### config.mk
export PLATFORM = sky130hd
export DESIGN_NAME = layer_bridge
export DESIGN_NICKNAME = d
export VERILOG_FILES = /design/src/rtl/layer_bridge_pkg.sv /design/src/rtl/layer_bridge_vec_fifo.sv /design/src/rtl/layer_bridge.sv
export SDC_FILE = /design/constraint.sdc
export NUM_CORES = 1
export LEC_CHECK = 0
export CAP_MARGIN = 10
export CORE_MARGIN = 2
export CORE_UTILIZATION = 45
export DETAILED_ROUTE_END_ITERATION = 8
export GPL_TIMING_DRIVEN = 1
export PLACE_DENSITY = 0.66
export SYNTH_ARGS = -nofsm -noshare
export SYNTH_HDL_FRONTEND = slang
export SYNTH_HIERARCHICAL = 1
export SYNTH_SLANG_ARGS = --single-unit
### constraint.sdc
create_clock -name CLK -period 4.08 [get_ports CLK]
set_clock_uncertainty 0.05 [all_clocks]
set_input_delay 0.612 -clock CLK [delete_from_list [all_inputs] [get_ports CLK]]
set_output_delay 0.612 -clock CLK [all_outputs]
set_load 0.005 [all_outputs]
### src/rtl/layer_bridge_pkg.sv
// Shared definitions for the inter-layer bridge: serializer states and
// sizing helpers used by the bridge and its vector buffer.
package layer_bridge_pkg;

  typedef enum logic {
    IDLE = 1'b0,
    SEND = 1'b1
  } state_t;

  // Ceiling log2, usable in constant (parameter) context.
  function automatic int clog2(input int value);
    int r;
    int v;
    r = 0;
    v = value - 1;
    while (v > 0) begin
      r = r + 1;
      v = v >> 1;
    end
    return r;
  endfunction

  // Width of an occupancy count able to hold 0..depth inclusive.
  function automatic int level_w(input int depth);
    return clog2(depth) + 1;
  endfunction

endpackage

### src/rtl/layer_bridge_vec_fifo.sv
// Register-based FIFO of whole vectors. A push into a full buffer is
// accepted when a pop happens at the same edge; the head entry is
// readable combinationally.
module vec_fifo
  import layer_bridge_pkg::*;
#(
  parameter int DEPTH = 2,
  parameter int W     = 48
) (
  input  logic                      clk,
  input  logic                      rst_n,
  input  logic                      push,
  input  logic                      pop,
  input  logic [W-1:0]              din,
  output logic [W-1:0]              head,
  output logic                      full,
  output logic                      empty,
  output logic [level_w(DEPTH)-1:0] level
);

  localparam int AW = clog2(DEPTH);
  localparam int LW = level_w(DEPTH);

  logic [W-1:0]  mem [DEPTH];
  logic [AW-1:0] wr_ptr;
  logic [AW-1:0] rd_ptr;
  logic [LW-1:0] count;
  logic          do_push;

  assign full    = (count == LW'(DEPTH));
  assign empty   = (count == '0);
  assign level   = count;
  assign head    = mem[rd_ptr];
  assign do_push = push && (!full || pop);

  // Pointer and occupancy bookkeeping; DEPTH is a power of two so the
  // pointers wrap naturally.
  always_ff @(posedge clk or negedge rst_n) begin
    if (!rst_n) begin
      wr_ptr <= '0;
      rd_ptr <= '0;
      count  <= '0;
    end else begin
      if (do_push) wr_ptr <= wr_ptr + AW'(1);
      if (pop)     rd_ptr <= rd_ptr + AW'(1);
      case ({do_push, pop})
        2'b10:   count <= count + LW'(1);
        2'b01:   count <= count - LW'(1);
        default: count <= count;
      endcase
    end
  end

  // Vector storage; contents are only meaningful while counted as occupied.
  always_ff @(posedge clk) begin
    if (do_push) mem[wr_ptr] <= din;
  end

endmodule

### src/rtl/layer_bridge.sv
// Link between a producing layer and the next layer's serial input:
// per-neuron alignment barrier with optional partial-vector timeout,
// a vector buffer, and a TRIGGER-paced element serializer.
module layer_bridge
  import layer_bridge_pkg::*;
#(
  parameter int NUM_NEURONS = 6,
  parameter int WIDTH       = 8,
  parameter int DEPTH       = 2,
  parameter int TIMEOUT     = 0
) (
  input  logic                         CLK,
  input  logic                         RSTN,
  input  logic [NUM_NEURONS*WIDTH-1:0] VALUES_IN,
  input  logic [NUM_NEURONS-1:0]       VALIDS_IN,
  input  logic                         TRIGGER,
  input  logic                         CLEAR,
  output logic [WIDTH-1:0]             VALUE_OUT,
  output logic                         VALID_OUT,
  output logic                         LAST_OUT,
  output logic [level_w(DEPTH)-1:0]    LEVEL,
  output logic                         BUSY,
  output logic                         DROP,
  output logic                         TIMEOUT_ERR
);

  localparam int VW = NUM_NEURONS * WIDTH;
  localparam int LW = level_w(DEPTH);
  localparam int KW = (clog2(NUM_NEURONS) > 0) ? clog2(NUM_NEURONS) : 1;
  localparam int TW = clog2(TIMEOUT + 2);
  localparam logic [KW-1:0] K_LAST = KW'(NUM_NEURONS - 1);
  localparam logic [TW-1:0] T_LIM  = TW'((TIMEOUT > 0) ? TIMEOUT - 1 : 0);

  logic [NUM_NEURONS-1:0] mask_p0;
  logic [VW-1:0]          cap_p0;
  logic [TW-1:0]          tcnt_p0;
  state_t                 state_p1;
  logic [KW-1:0]          k_p1;

  logic [VW-1:0]          merged;
  logic                   complete;
  logic                   tmo_hit;
  logic                   pop;
  logic                   push_ok;
  logic                   drop_set;
  logic [VW-1:0]          head;
  logic                   fifo_full;
  logic                   fifo_empty;
  logic [LW-1:0]          fifo_level;

  // ---- barrier stage: merge captured elements with same-cycle arrivals ----
  assign complete = &(mask_p0 | VALIDS_IN);
  assign tmo_hit  = (TIMEOUT > 0) && (mask_p0 != '0) && !complete && (tcnt_p0 == T_LIM);
  assign pop      = (state_p1 == SEND) && TRIGGER && (k_p1 == K_LAST);
  assign push_ok  = complete && (!fifo_full || pop);
  assign drop_set = complete && fifo_full && !pop;

  // Overlay incoming valid elements on the captured vector (last write wins).
  always_comb begin
    merged = cap_p0;
    for (int i = 0; i < NUM_NEURONS; i++) begin
      if (VALIDS_IN[i]) merged[i*WIDTH +: WIDTH] = VALUES_IN[i*WIDTH +: WIDTH];
    end
  end

  // Barrier mask, element capture and partial-vector age counter.
  always_ff @(posedge CLK or negedge RSTN) begin
    if (!RSTN) begin
      mask_p0 <= '0;
      cap_p0  <= '0;
      tcnt_p0 <= '0;
    end else begin
      cap_p0 <= merged;
      if (complete || tmo_hit) mask_p0 <= '0;
      else                     mask_p0 <= mask_p0 | VALIDS_IN;
      if ((mask_p0 == '0) || complete || tmo_hit) tcnt_p0 <= '0;
      else                                        tcnt_p0 <= tcnt_p0 + TW'(1);
    end
  end

  // Sticky error flags; a new set event takes priority over CLEAR.
  always_ff @(posedge CLK or negedge RSTN) begin
    if (!RSTN) begin
      DROP        <= 1'b0;
      TIMEOUT_ERR <= 1'b0;
    end else begin
      DROP        <= drop_set | (DROP & ~CLEAR);
      TIMEOUT_ERR <= tmo_hit  | (TIMEOUT_ERR & ~CLEAR);
    end
  end

  // ---- buffer stage: completed vectors wait here for the serializer ----
  vec_fifo #(
    .DEPTH (DEPTH),
    .W     (VW)
  ) u_fifo (
    .clk   (CLK),
    .rst_n (RSTN),
    .push  (complete),
    .pop   (pop),
    .din   (merged),
    .head  (head),
    .full  (fifo_full),
    .empty (fifo_empty),
    .level (fifo_level)
  );

  // ---- serializer stage: one element of the head vector per TRIGGER edge ----
  // After the last element the FSM stays in SEND if another vector remains,
  // so consecutive vectors stream without a gap.
  always_ff @(posedge CLK or negedge RSTN) begin
    if (!RSTN) begin
      state_p1  <= IDLE;
      k_p1      <= '0;
      VALUE_OUT <= '0;
      VALID_OUT <= 1'b0;
      LAST_OUT  <= 1'b0;
    end else begin
      VALID_OUT <= 1'b0;
      LAST_OUT  <= 1'b0;
      case (state_p1)
        IDLE: if (!fifo_empty) state_p1 <= SEND;
        SEND: begin
          if (TRIGGER) begin
            VALUE_OUT <= head[k_p1*WIDTH +: WIDTH];
            VALID_OUT <= 1'b1;
            LAST_OUT  <= (k_p1 == K_LAST);
            if (k_p1 == K_LAST) begin
              k_p1 <= '0;
              if (!((fifo_level > LW'(1)) || push_ok)) state_p1 <= IDLE;
            end else begin
              k_p1 <= k_p1 + KW'(1);
            end
          end
        end
        default: state_p1 <= IDLE;
      endcase
    end
  end

  assign LEVEL = fifo_level;
  assign BUSY  = (mask_p0 != '0) || !fifo_empty || (state_p1 == SEND);

endmodule

==> impl_metrics.env <==
export IMPL_avgSynthCellArea_sq_um=17.9
export IMPL_tns_ps=0
export IMPL_portBuffers=72
export IMPL_worstPathRequired_ps=4110
export IMPL_first_pass_iters=6
export IMPL_fin_crit_sh=0.672
export IMPL_crit_slowest_cell="nor4_4"
export IMPL_ys_flop_type="edfxtp_1"
export IMPL_cts_resized=0
export IMPL_cpMostUsedCell="buf_4"
export IMPL_grt_setup_unrepaired="no"
export IMPL_finalWirelength_um=12600
export IMPL_synth_async_sr_flop_share=0.435
export IMPL_dpl_hpwl_um=8430
export IMPL_synth_nets=433
export IMPL_grt_pass1_vias=3609
export IMPL_grt_start_max_net_pins=75
export IMPL_dieHeight_um=126
export IMPL_worstMarginPinSlew_ps=1010
export IMPL_vdd_drop_max_uv=356
export IMPL_gp_congestion=0.735
export IMPL_ys_warnings_count=6
export IMPL_start_util=0.462
export IMPL_dieArea_sq_um=15900
export IMPL_grt_pass1_wl_um=19900
export IMPL_place_area_sq_um=7640
export IMPL_placedCellCount=627
export IMPL_endpoint_kind="flip-flop"
export IMPL_grt_use_total=0.169
export IMPL_crit_fanout=28
export IMPL_ctsHoldBuffers=0
export IMPL_ys_seq_area_frac=0.706
export IMPL_p_per_area_nw_per_um2=677
export IMPL_max_freq_ghz=0.365
export IMPL_post_route_drc_count=0
export IMPL_clock_path_buffers=2
export IMPL_synth_top_area_frac=0.430
export IMPL_cp_top_family="buffers and inverters"
export IMPL_cts_sinks=170
export IMPL_worstPathArrival_ps=2770
export IMPL_finish_net_count=520
export IMPL_antenna_found_initial=0
export IMPL_fin_cells=659
export IMPL_min_period_ps=2740
export IMPL_drt_iter0_markers=238
export IMPL_core_area_sq_um=14500
export IMPL_worstSkewPairLatency_ps=420
export IMPL_drive_gt1_frac=0.341
export IMPL_wire_per_inst_um=19.1
export IMPL_cts_tree="built"
export IMPL_num_antenna_cells=0
export IMPL_status="completed"
export IMPL_syn_inst=375
export IMPL_finalMaxSlewViolations=0
export IMPL_crit_path_max_incr_delay_ps=640
export IMPL_num_vias=3391
export IMPL_setup_violations=0
export IMPL_drv_cap=0
export IMPL_synth_top_area_cell="edfxtp_1"
export IMPL_slew_headroom=0.329
export IMPL_cp_cell_sequence="clkdlybuf4s50_1, buf_4, o22ai_4, nor4_4, o31ai_4, nor2_4, buf_4"
export IMPL_start_kind="primary input"
export IMPL_area_growth_pct=22.4
export IMPL_p_leak_nw=3.05
export IMPL_overflow=0
export IMPL_ys_top_cells_by_area="edfxtp_1 (43%), dfrtp_1 (28%), mux2_2 (16%), mux4_2 (2.7%), mux2_4 (2.2%)"
export IMPL_clock_tree_root_cell="clkbuf_16"
export IMPL_clk_pin_slew_worst_paths_ps=60
export IMPL_postRouteAntennaNets=0
export IMPL_numCtsBuffers=17
export IMPL_hold_viol_final=0
export IMPL_cts_max_level=4
export IMPL_netlist_area_sq_um=6710
export IMPL_viasPerCell=5.15
export IMPL_final_common_cell="edfxtp_1"
export IMPL_yosysUniqueCellTypes=32
export IMPL_min_path_type="primary input to asynchronous set/reset pin"
export IMPL_crit_type="primary input to flip-flop"
export IMPL_row_count=44
export IMPL_fill_cells=1124
export IMPL_ys_ff_latch=170
export IMPL_die_x_um=126
export IMPL_layout_common_cells="edfxtp_1 (96), mux2_2 (94), dfrtp_1 (73), clkdlybuf4s50_1 (71), nor2_1 (22)"
export IMPL_post_cts_buffers=0
export IMPL_postLayoutCellArea_sq_um=8210
export IMPL_path_buf_inv=3
export IMPL_num_io_pins=73
export IMPL_synth_edf_count=96
[final cells by class]
type	instances	area, sq um	share of cell area
Clock buffer	20	447	0.0544
Sequential cell	170	4740	0.577
Multi-Input combinational cell	181	1830	0.223
Timing Repair Buffer	85	816	0.0993
Clock inverter	12	125	0.0152
Inverter	7	26.3	0.00320
Tap cell	184	230	0.0280
[routing by layer]
layer | share of wire | track usage | vias up
met4 | 0.027 | 0.0763 | 0
met1 | 0.46 | 0.228 | 1724
met3 | 0.038 | 0.0467 | 22
met2 | 0.47 | 0.259 | 67
li1 | - | - | 1578
met5 | 0 | 0 | -
[cell families (layout without fill, tap and decap cells)]
kind of cell / after synthesis / count (layout) / share of synthesized area
XOR/XNOR: 4 / 4 / 0.00522
buffers and inverters: 24 / 124 / 0.0237
multiplexers: 113 / 113 / 0.208
flip-flops: 170 / 170 / 0.706
AND/OR/NAND/NOR: 39 / 39 / 0.0282
AO/OA/AOI/OAI: 25 / 25 / 0.0289
[state kept, by name (all words and copies together), names as in the netlist]
register       flops
u_fifo/mem        96
cap_p0            48
VALUE_OUT          8
mask_p0            6
k_p1               3
u_fifo/level       2
DROP               1
LAST_OUT           1
TIMEOUT_ERR        1
VALID_OUT          1
state_p1           1
u_fifo/rd_ptr      1
u_fifo/wr_ptr      1
[worst paths after layout]
kind	from	endpoint	slack, ps	cells past startpoint
setup / recovery	VALIDS_IN[3]	u_fifo/mem[0][3]	1340	7
setup reg to reg	k_p1[1]	u_fifo/mem[0][3]	1390	6
hold reg to reg	TIMEOUT_ERR	TIMEOUT_ERR	450	1
max in group asynchronous	RSTN	u_fifo/rd_ptr	2970	1
hold / removal	RSTN	TIMEOUT_ERR	270	1
min in group CLK	TIMEOUT_ERR	TIMEOUT_ERR	450	1
[synthesized netlist by cell type, types with 3 or more instances]
cell type and n:
mux2_4 10, mux4_2 8, nor2_1 24, nor2b_1 4, inv_1 7, buf_6 4, buf_4 5, dfrtp_1 74
a22oi_1 8, mux2_2 94, a21oi_1 9, buf_2 7, nand3_1 3, edfxtp_1 96
[power by group]
| part | leakage [nW] | internal, W | switching [W] |
|---|---|---|---|
| logic | 1.03 | 0.000800 | 0.000654 |
| clock network | 0.277 | 0.000913 | 0.000634 |
| registers | 1.74 | 0.00228 | 0.000277 |
[through the flow]
step / setup slack (ps) / total power [W] / hold WS (ps) / util
2_1_floorplan: 16.2 / 0.00355 / 266 / -
3_3_place_gp: 953 / 0.00402 / 438 / 0.526
3_5_place_dp: 888 / 0.00407 / 445 / 0.526
4_1_cts: 1340 / 0.00561 / 332 / 0.565
5_1_grt: 1130 / 0.00583 / 376 / 0.565
6_report: 1340 / 0.00556 / 268 / 0.565
(Power assumes the default switching activity.)
